`config.mk`:
```
export PLATFORM = sky130hd
export DESIGN_NAME = wb_mtimer
export DESIGN_NICKNAME = d
export VERILOG_FILES = /design/src/rtl/wb_mtimer_pkg.sv /design/src/rtl/mtimer_prescaler.sv /design/src/rtl/wb_mtimer.sv
export SDC_FILE = /design/constraint.sdc
export NUM_CORES = 1
export LEC_CHECK = 0
export BUFFER_PORTS_ARGS = -buffer_cell sky130_fd_sc_hd__buf_2
export CORE_MARGIN = 5
export CORE_UTILIZATION = 63
export CTS_BUF_LIST = sky130_fd_sc_hd__clkbuf_4
export DETAILED_ROUTE_END_ITERATION = 8
export PLACE_DENSITY = 0.85
export SETUP_SLACK_MARGIN = 0.02
export SYNTH_ARGS = -nofsm -noshare
export SYNTH_HDL_FRONTEND = slang
export SYNTH_SLANG_ARGS = --single-unit
```
`constraint.sdc`:
```
create_clock -name i_clk -period 3 [get_ports i_clk]
set_clock_uncertainty 0.15 [all_clocks]
set_input_delay 0 -clock i_clk [delete_from_list [all_inputs] [get_ports i_clk]]
set_output_delay 0 -clock i_clk [all_outputs]
set_load 0.01 [all_outputs]
```
`src/rtl/wb_mtimer_pkg.sv`:
```
// Shared definitions for the Wishbone machine timer: register indices,
// CTRL/STATUS bit positions and byte-lane helpers.
package wb_mtimer_pkg;

  // Register index = word address bits [4:2]
  localparam logic [2:0] REG_MTIME_LO = 3'd0;
  localparam logic [2:0] REG_MTIME_HI = 3'd1;
  localparam logic [2:0] REG_CMP_LO   = 3'd2;
  localparam logic [2:0] REG_CMP_HI   = 3'd3;
  localparam logic [2:0] REG_CTRL     = 3'd4;
  localparam logic [2:0] REG_STATUS   = 3'd5;

  // CTRL / STATUS field positions
  localparam int CTRL_EN_BIT    = 0;
  localparam int CTRL_DIV_LSB   = 8;
  localparam int STATUS_IRQ_BIT = 0;

  // Read data returned alongside an error pulse
  localparam logic [31:0] ERR_RDT = 32'h0;

  // Expand byte enables into a 32-bit bit mask
  function automatic logic [31:0] sel_mask(input logic [3:0] sel);
    logic [31:0] m;
    for (int i = 0; i < 4; i++) begin
      m[8*i +: 8] = {8{sel[i]}};
    end
    return m;
  endfunction

  // Replace only the enabled bytes of old_val with new_val
  function automatic logic [31:0] byte_merge(input logic [31:0] old_val,
                                             input logic [31:0] new_val,
                                             input logic [3:0]  sel);
    logic [31:0] m;
    m = sel_mask(sel);
    return (old_val & ~m) | (new_val & m);
  endfunction

endpackage

```
`src/rtl/mtimer_prescaler.sv`:
```
// Prescaler for the machine timer: emits one tick every (div+1) enabled
// clocks. The count restarts from zero when disabled or when div is rewritten.
module mtimer_prescaler #(
  parameter int PRESCALE_W = 8
) (
  input  logic                  i_clk,
  input  logic                  i_rst_n,
  input  logic                  en,
  input  logic [PRESCALE_W-1:0] div,
  input  logic                  wr_div,
  output logic                  tick
);

  logic [PRESCALE_W-1:0] count;

  assign tick = en && (count == div);

  // Count enabled clocks; wrap on tick, clear on disable or divider rewrite
  always_ff @(posedge i_clk or negedge i_rst_n) begin
    if (!i_rst_n) begin
      count <= '0;
    end else if (!en || wr_div || tick) begin
      count <= '0;
    end else begin
      count <= count + 1'b1;
    end
  end

endmodule

```
`src/rtl/wb_mtimer.sv`:
```
// Wishbone classic slave holding a 64-bit mtime/mtimecmp pair, a prescaler
// and a registered level interrupt. Reading MTIME_LO snapshots the upper
// half into a shadow so a following MTIME_HI read forms a coherent pair.
module wb_mtimer
  import wb_mtimer_pkg::*;
#(
  parameter int          PRESCALE_W = 8,
  parameter logic [63:0] CMP_RST    = 64'hFFFF_FFFF_FFFF_FFFF
) (
  input  logic        i_clk,
  input  logic        i_rst_n,
  input  logic [9:0]  i_wb_adr,
  input  logic [31:0] i_wb_dat,
  input  logic [3:0]  i_wb_sel,
  input  logic        i_wb_we,
  input  logic        i_wb_cyc,
  input  logic        i_wb_stb,
  output logic [31:0] o_wb_rdt,
  output logic        o_wb_ack,
  output logic        o_wb_err,
  output logic        o_irq
);

  // Handshake: a request is cyc & stb while no ack/err pulse is out. Each
  // request is answered on the next clock by exactly one single-cycle pulse,
  // ack for mapped offsets or err for unmapped ones, so a master holding stb
  // gets one transfer every two clocks. Writes commit on the request edge.

  logic [63:0]           mtime;
  logic [63:0]           cmp;
  logic [31:0]           shadow;
  logic                  en;
  logic [PRESCALE_W-1:0] div;
  logic                  tick;

  logic                  req;
  logic                  mapped;
  logic [2:0]            reg_idx;
  logic                  wr;
  logic                  rd;
  logic                  wr_div;
  logic                  en_new;
  logic [PRESCALE_W-1:0] div_new;
  logic                  div_hit;
  logic [31:0]           ctrl_q;
  logic [31:0]           rd_data;

  assign reg_idx = i_wb_adr[2:0];
  assign req     = i_wb_cyc && i_wb_stb && !o_wb_ack && !o_wb_err;
  assign mapped  = (i_wb_adr[9:3] == 7'd0) && (reg_idx <= REG_STATUS);
  assign wr      = req && mapped && i_wb_we;
  assign rd      = req && mapped && !i_wb_we;
  assign wr_div  = wr && (reg_idx == REG_CTRL) && div_hit;
  assign en_new  = i_wb_sel[CTRL_EN_BIT/8] ? i_wb_dat[CTRL_EN_BIT] : en;

  mtimer_prescaler #(
    .PRESCALE_W(PRESCALE_W)
  ) u_prescaler (
    .i_clk  (i_clk),
    .i_rst_n(i_rst_n),
    .en     (en),
    .div    (div),
    .wr_div (wr_div),
    .tick   (tick)
  );

  // Byte-lane merge of the divide field; div_hit flags any div byte written
  always_comb begin
    div_new = div;
    div_hit = 1'b0;
    for (int j = 0; j < PRESCALE_W; j++) begin
      if (i_wb_sel[(CTRL_DIV_LSB + j) / 8]) begin
        div_new[j] = i_wb_dat[CTRL_DIV_LSB + j];
        div_hit    = 1'b1;
      end
    end
  end

  // CTRL register image as seen on the bus
  always_comb begin
    ctrl_q                               = '0;
    ctrl_q[CTRL_EN_BIT]                  = en;
    ctrl_q[CTRL_DIV_LSB +: PRESCALE_W]   = div;
  end

  // Read data mux
  always_comb begin
    rd_data = ERR_RDT;
    case (reg_idx)
      REG_MTIME_LO: rd_data = mtime[31:0];
      REG_MTIME_HI: rd_data = shadow;
      REG_CMP_LO:   rd_data = cmp[31:0];
      REG_CMP_HI:   rd_data = cmp[63:32];
      REG_CTRL:     rd_data = ctrl_q;
      REG_STATUS: begin
        rd_data                 = '0;
        rd_data[STATUS_IRQ_BIT] = o_irq;
      end
      default:      rd_data = ERR_RDT;
    endcase
  end

  // Bus response: single-cycle ack or err with registered read data
  always_ff @(posedge i_clk or negedge i_rst_n) begin
    if (!i_rst_n) begin
      o_wb_ack <= 1'b0;
      o_wb_err <= 1'b0;
      o_wb_rdt <= '0;
    end else if (req && mapped) begin
      o_wb_ack <= 1'b1;
      o_wb_err <= 1'b0;
      o_wb_rdt <= i_wb_we ? 32'h0 : rd_data;
    end else if (req) begin
      o_wb_ack <= 1'b0;
      o_wb_err <= 1'b1;
      o_wb_rdt <= ERR_RDT;
    end else begin
      o_wb_ack <= 1'b0;
      o_wb_err <= 1'b0;
      o_wb_rdt <= '0;
    end
  end

  // mtime: a bus write to either half wins over a tick on the same edge
  always_ff @(posedge i_clk or negedge i_rst_n) begin
    if (!i_rst_n) begin
      mtime <= '0;
    end else if (wr && (reg_idx == REG_MTIME_LO)) begin
      mtime[31:0] <= byte_merge(mtime[31:0], i_wb_dat, i_wb_sel);
    end else if (wr && (reg_idx == REG_MTIME_HI)) begin
      mtime[63:32] <= byte_merge(mtime[63:32], i_wb_dat, i_wb_sel);
    end else if (tick) begin
      mtime <= mtime + 64'd1;
    end
  end

  // Shadow captures the upper half on every MTIME_LO read
  always_ff @(posedge i_clk or negedge i_rst_n) begin
    if (!i_rst_n) begin
      shadow <= '0;
    end else if (rd && (reg_idx == REG_MTIME_LO)) begin
      shadow <= mtime[63:32];
    end
  end

  // Compare register writes
  always_ff @(posedge i_clk or negedge i_rst_n) begin
    if (!i_rst_n) begin
      cmp <= CMP_RST;
    end else if (wr && (reg_idx == REG_CMP_LO)) begin
      cmp[31:0] <= byte_merge(cmp[31:0], i_wb_dat, i_wb_sel);
    end else if (wr && (reg_idx == REG_CMP_HI)) begin
      cmp[63:32] <= byte_merge(cmp[63:32], i_wb_dat, i_wb_sel);
    end
  end

  // CTRL register writes
  always_ff @(posedge i_clk or negedge i_rst_n) begin
    if (!i_rst_n) begin
      en  <= 1'b0;
      div <= '0;
    end else if (wr && (reg_idx == REG_CTRL)) begin
      en  <= en_new;
      div <= div_new;
    end
  end

  // Level interrupt, one clock behind any mtime/cmp change
  always_ff @(posedge i_clk or negedge i_rst_n) begin
    if (!i_rst_n) begin
      o_irq <= 1'b0;
    end else begin
      o_irq <= (mtime >= cmp);
    end
  end

endmodule

```
# --- Yosys cells after proc, flatten, opt, wreduce, memory -nomap -nowiden ---
# Index checks and enable logic that the tools add are counted.
totals:
  input_bits: 51
  ff_bits: 212
  wordCells: 77
  out_inout_bits: 35
op_classes:
  magnitude_cmp: 2
  add_sub_neg: 2
  n_mux: 12
  bitwise: 12
  n_eq_ne: 7
  n_reduce_logical: 30
ops:
  columns: ["operator", "n"]
  rows:
  - ["case mux 32 bit (6 select lines)", 1]
  - ["AND 32 bit", 5]
  - ["two-way mux 32 bit", 5]
  - ["bitwise OR 32 bit", 4]
  - ["adder 64 x 1 -> 64 bit, second input constant", 1]
  - ["greater-or-equal comparator 64 bit", 1]
  - ["two-way mux 64 bit", 1]
  - ["NOT 32 bit", 1]
  - ["logical AND 1 bit", 15]
  - ["AND reduction 2 bit", 5]
  - ["adder 8 x 1 -> 8 bit, second input constant", 1]
  - ["== test 8 bit", 1]
  - ["two-way mux 8 bit", 1]
  - ["logical NOT 7 bit", 1]
  - ["== test 3 x 2 -> 1 bit, second input constant", 2]
  - ["== test 3 bit, second input constant", 2]
  - ["logical NOT 1 bit", 4]
  - ["two-way mux 1 bit", 4]
  - ["nonzero test 2 bit", 2]
  - ["== test 3 x 1 -> 1 bit, second input constant", 1]
  - ["<= comparator 3 bit, second input constant", 1]
  - ["logical NOT 3 bit", 1]
  - ["logical OR 1 bit", 2]
  - ["inequality test 2 bit, second input constant", 1]
  - ["NOT 1 bit", 2]

# --- Longest topological paths before layout ---
depth:
  ltp_word: 10
  mapped_depth: 9
  ltp_nobuf: 8

# --- Hierarchy ---
# A second synthesis with hierarchy kept.
hier_totals:
  hier_cells: 1365
  area_unflattened_um2: 12862.3
by_module_without_submodules:
  columns: ["module", "area_per_inst_um2", "n_inst", "seq_area_each_um2", "cells_per_inst"]
  rows:
  - ["wb_mtimer", 12390.6, 1, 5185.0, 1319]
  - ["mtimer_prescaler", 471.7, 1, 200.2, 46]

# --- Worst setup path after synthesis ---
# No wires, ideal clock.
synth_timing:
  kind: "reg2reg"
  start: "register (tool-made name)"
  end: "register o_irq"
  path_slack_ns: 0.700
  path_stages_with_launch: 9
  setup_time_ns: 0.082
  arrival_ns: 2.068
  n_path_buf: 0
  cell_sequence: "dfstp_2 -> inv_1 -> ha_1 -> nand4_1 -> or4_1 -> nor2_1 -> nand3_1 -> a41o_1 -> a31oi_1"
synth_lines:
  columns: ["item", "line_no", "source"]
  rows:
  - ["to (signal assigned)", "wb_mtimer.sv:173", "o_irq <= (mtime >= cmp);"]
  - ["to (decl)", "wb_mtimer.sv:21", "output logic o_irq"]

# --- Worst setup path after layout ---
layout_timing:
  start: "register o_wb_err"
  end: "register shadow[27]"
layout_via:
  elab_chain_cells: 5
layout_rtl:
  columns: ["item", "line_no", "source"]
  rows:
  - ["from (decl)", "wb_mtimer.sv:20", "output logic o_wb_err,"]
  - ["from (signal assigned)", "wb_mtimer.sv:107", "o_wb_err <= 1'b0;"]
  - ["from (signal assigned)", "wb_mtimer.sv:111", "o_wb_err <= 1'b0;"]
  - ["from (signal assigned)", "wb_mtimer.sv:115", "o_wb_err <= 1'b1;"]
  - ["logical NOT 1 bit", "wb_mtimer.sv:49", "assign req = i_wb_cyc && i_wb_stb && !o_wb_ack && !o_wb_err;"]
  - ["logical AND 1 bit", "wb_mtimer.sv:49", null]
  - ["logical AND 1 bit (2 in a row)", "wb_mtimer.sv:52", "assign rd = req && mapped && !i_wb_we;"]
  - ["logical AND 1 bit", "wb_mtimer.sv:141", "end else if (rd && (reg_idx == REG_MTIME_LO)) begin"]
  - ["to (signal assigned)", "wb_mtimer.sv:142", "shadow <= mtime[63:32];"]
  - ["to (decl)", "wb_mtimer.sv:31", "logic [31:0] shadow;"]
# No other way between the ends.
# A chain may end at the register's enable or synchronous reset.

==> results.py <==
metrics = {
    "clock_tree": {
        "root_buffer": "clkbuf_4",
        "htreeDepth": 2,
        "clock_latency_ns": 0.72,
        "clk_path_buf_depth": 3,
        "cts_tree": "yes",
        "cts_buffers": 56,
        "cts_num_sinks": 212,
        "clk_pin_slew_worst_paths_ns": 0.08,
        "post_cts_buffers": 0,
    },
    "pwr": {
        "ir_worst_vdd_mv": 0.379,
        "power_density_nw_per_um2": 391,
        "p_leak_nw": 6.77,
    },
    "sta": {
        "fin_crit_ns": 2.96,
        "tightest_slew_ns": 0.765,
        "whs_ns": 0.0231,
        "setup_tns_ns": 0,
        "period_share_pct": 98.6,
        "slew_violations": 0,
        "slew-limit-headroom_pct": 48.8,
        "finalSetupViolCount": 0,
        "hold_violations": 0,
        "rsz0062_at_grt": "false",
        "max_freq_mhz": 338,
    },
    "synthesis": {
        "synth_edf_count": 0,
        "synth.distinct_cells": 75,
        "netlist_top_cells_area": "dfrtp_1 29%, dfstp_2 13%, mux2_2 7.5%",
        "syn_area_um2": 12800,
        "synthCells": 1397,
        "synth_top_area_share_pct": 28.9,
        "avgSynthCellArea_um2": 9.18,
        "synthFlopType": "dfrtp_1",
        "synth_fp_nets": 1514,
        "async_flop_share_pct": 100,
        "yosys.area.top_type": "dfrtp_1",
        "ys_ff_latch": 212,
        "yosysWarningCount": 0,
        "ys_seq_area_share_pct": 42.0,
    },
    "setup_path": {
        "r2r-start": "o_wb_err",
        "cp.arrival_ns": 3.38,
        "critical_path_class": "reg2reg",
        "path_max_fanout": 13,
        "start_kind": "flip-flop",
        "crit_family": "buffers and inverters",
        "cp-end-kind": "flip-flop",
        "crit_path_top_delay_cell": "dlygate4sd3_1",
        "reg2reg_to": "shadow[27]",
        "cp.required_ns": 3.42,
        "reg2regPathDepth": 7,
        "cp_slowest_stage_delay_ns": 0.68,
        "crit_chain": "and4bb_2 -> dlygate4sd3_1 -> and2_1 -> nand2b_2 -> nor2_4 -> buf_4 -> mux2_2",
        "path_buf_inv": 2,
        "r2r_slack_ns": 0.04,
    },
    "final_layout": {
        "fin_nets": 1752,
        "drive_gt1_share_pct": 26.6,
        "fillers": 1380,
        "area_delta_synth_final_pct": 22.0,
    },
    "hold_path": {
        "worstHoldPathCells": 4,
        "min_from": "i_wb_dat[25]",
        "holdCritPathClass": "in2reg",
    },
    "status": {
        "outcome": "complete, no violations",
    },
    "routing": {
        "viasPerCell": 6.74,
        "drtIter0Drc": 1476,
        "dr.pass1.iters": 6,
        "finalWirelength_um": 47800,
        "wl_per_cell_um": 24.5,
        "vias": 13200,
        "drc_errors": 0,
        "antenna_left": 0,
    },
    "die": {
        "die_w_um": 153,
        "rows": 52,
        "io_pins": 86,
        "core_um2": 20200,
        "die-area_um2": 23300,
        "die_h_um": 153,
        "initial_core_util_pct": 63.6,
    },
    "global_route": {
        "grt_pass1_vias": 13300,
        "overflow": 0,
        "grt_max_degree": 59,
        "track_usage_pct": 40.3,
        "grt_pass1_wl_um": 74400,
        "antenna_found_initial": 1,
    },
    "placement": {
        "port_buffers": 85,
        "hpwlAfterDp_um": 31300,
        "finalWeightedCongestion": 1.04,
    },
    "job": {
        "drv_cap": 0,
    },
}
[area by class of cell]
type                            instances  area (um^2)  area share (%)
Clock inverter                         15          111           0.711
Inverter                               96          360            2.30
Clock buffer                           89          668            4.27
Tap cell                              270          338            2.16
Sequential cell                       212         5390            34.4
Timing Repair Buffer                  259         2010            12.8
Antenna cell                            1         2.50          0.0160
Multi-Input combinational cell       1010         6780            43.3
[metrics by stage]
step / util [%] / area [um^2] / instances / total power [mW] / worst slack (ns)
floorplan: - / 12800 / 1397 / 3.06 / 0.700
global placement: 69.7 / 14000 / 1767 / 3.24 / 0.282
detailed placement: 69.7 / 14000 / 1767 / 3.25 / 0.221
CTS: 77.5 / 15600 / 1950 / 6.10 / 0.168
global route: 77.6 / 15700 / 1952 / 6.30 / 0.0218
finish: 77.6 / 15700 / 1952 / 6.12 / 0.0410
[logic make-up after synthesis]
family | after synthesis | share of synthesized area [%]
flip-flops | 212 | 42.0
AO/OA/AOI/OAI | 365 | 18.5
multiplexers | 98 | 8.58
buffers and inverters | 175 | 5.38
AND/OR/NAND/NOR | 467 | 18.1
XOR/XNOR | 14 | 0.956
adder cells (fa/ha/maj) | 66 | 6.44
[repair_timing]
| action | CTS | global route |
|---|---|---|
| gates resized for setup | 0 | 1 |
| endpoints found under the hold margin | 393 | 2 |
| setup endpoints to repair | 0 | 1 |
| hold buffers | 79 | 1 |
[layer usage]
layer | wire length, um | vias to the layer above | global-route usage [%]
met5 | 0 | - | 0
met4 | 3150 | 0 | 22.2
met3 | 5460 | 255 | 9.03
met2 | 21600 | 987 | 63.9
met1 | 17600 | 6296 | 51.3
li1 | - | 5622 | -
[power by group]
| group | leakage, nW | total, mW | internal [mW] | switching, mW |
|---|---|---|---|---|
| sequential | 2.53 | 2.88 | 2.87 | 0.00693 |
| combinational | 3.77 | 0.425 | 0.163 | 0.263 |
| clock | 0.465 | 2.82 | 1.51 | 1.30 |
[how the worst max path moves through the flow]
stage,startpoint,cells after the start,slack (ns),end
global route,o_wb_err,7,0.02,shadow[27]
finish,o_wb_err,7,0.04,shadow[27]
global placement,flip-flop,8,0.28,o_irq
detailed placement,flip-flop,8,0.22,o_irq
floorplan,flip-flop,8,0.70,o_irq
CTS,o_wb_err,7,0.17,shadow[27]
[worst reg2reg max path, stage by stage (launching register included)]
cell and delay, ns:
dfrtp_1 0.38, and4bb_2 0.39, dlygate4sd3_1 0.68, and2_1 0.29, nand2b_2 0.12, nor2_4 0.15
buf_4 0.28, mux2_2 0.38
[synthesized netlist by cell type (39+ instances only)]
master	count
nor2_1	146
inv_1	96
ha_1	66
nand2_1	103
a21oi_1	112
mux2_2	85
dfstp_2	64
nor3_1	39
dfrtp_1	148
nand3_1	44
o21ai_0	60
clkbuf_1	54
[cells in the final DEF, fill, tap and decap left out, types with 12 or more instances in the layout]
cell	n
and3_1	14
a31oi_1	23
o21ai_0	60
o22ai_1	12
nor4_1	16
buf_2	84
dfstp_2	64
nand4_1	30
dfrtp_1	148
ha_1	66
dlygate4sd3_1	79
nand2_1	103
a211oi_1	22
nor2_1	145
nand3_1	43
inv_1	96
a21oi_1	112
o31ai_1	14
mux2_2	85
nor3_1	39
buf_4	90
clkbuf_4	89
a221oi_1	13
a22oi_1	36
(Power assumes the default switching activity.)
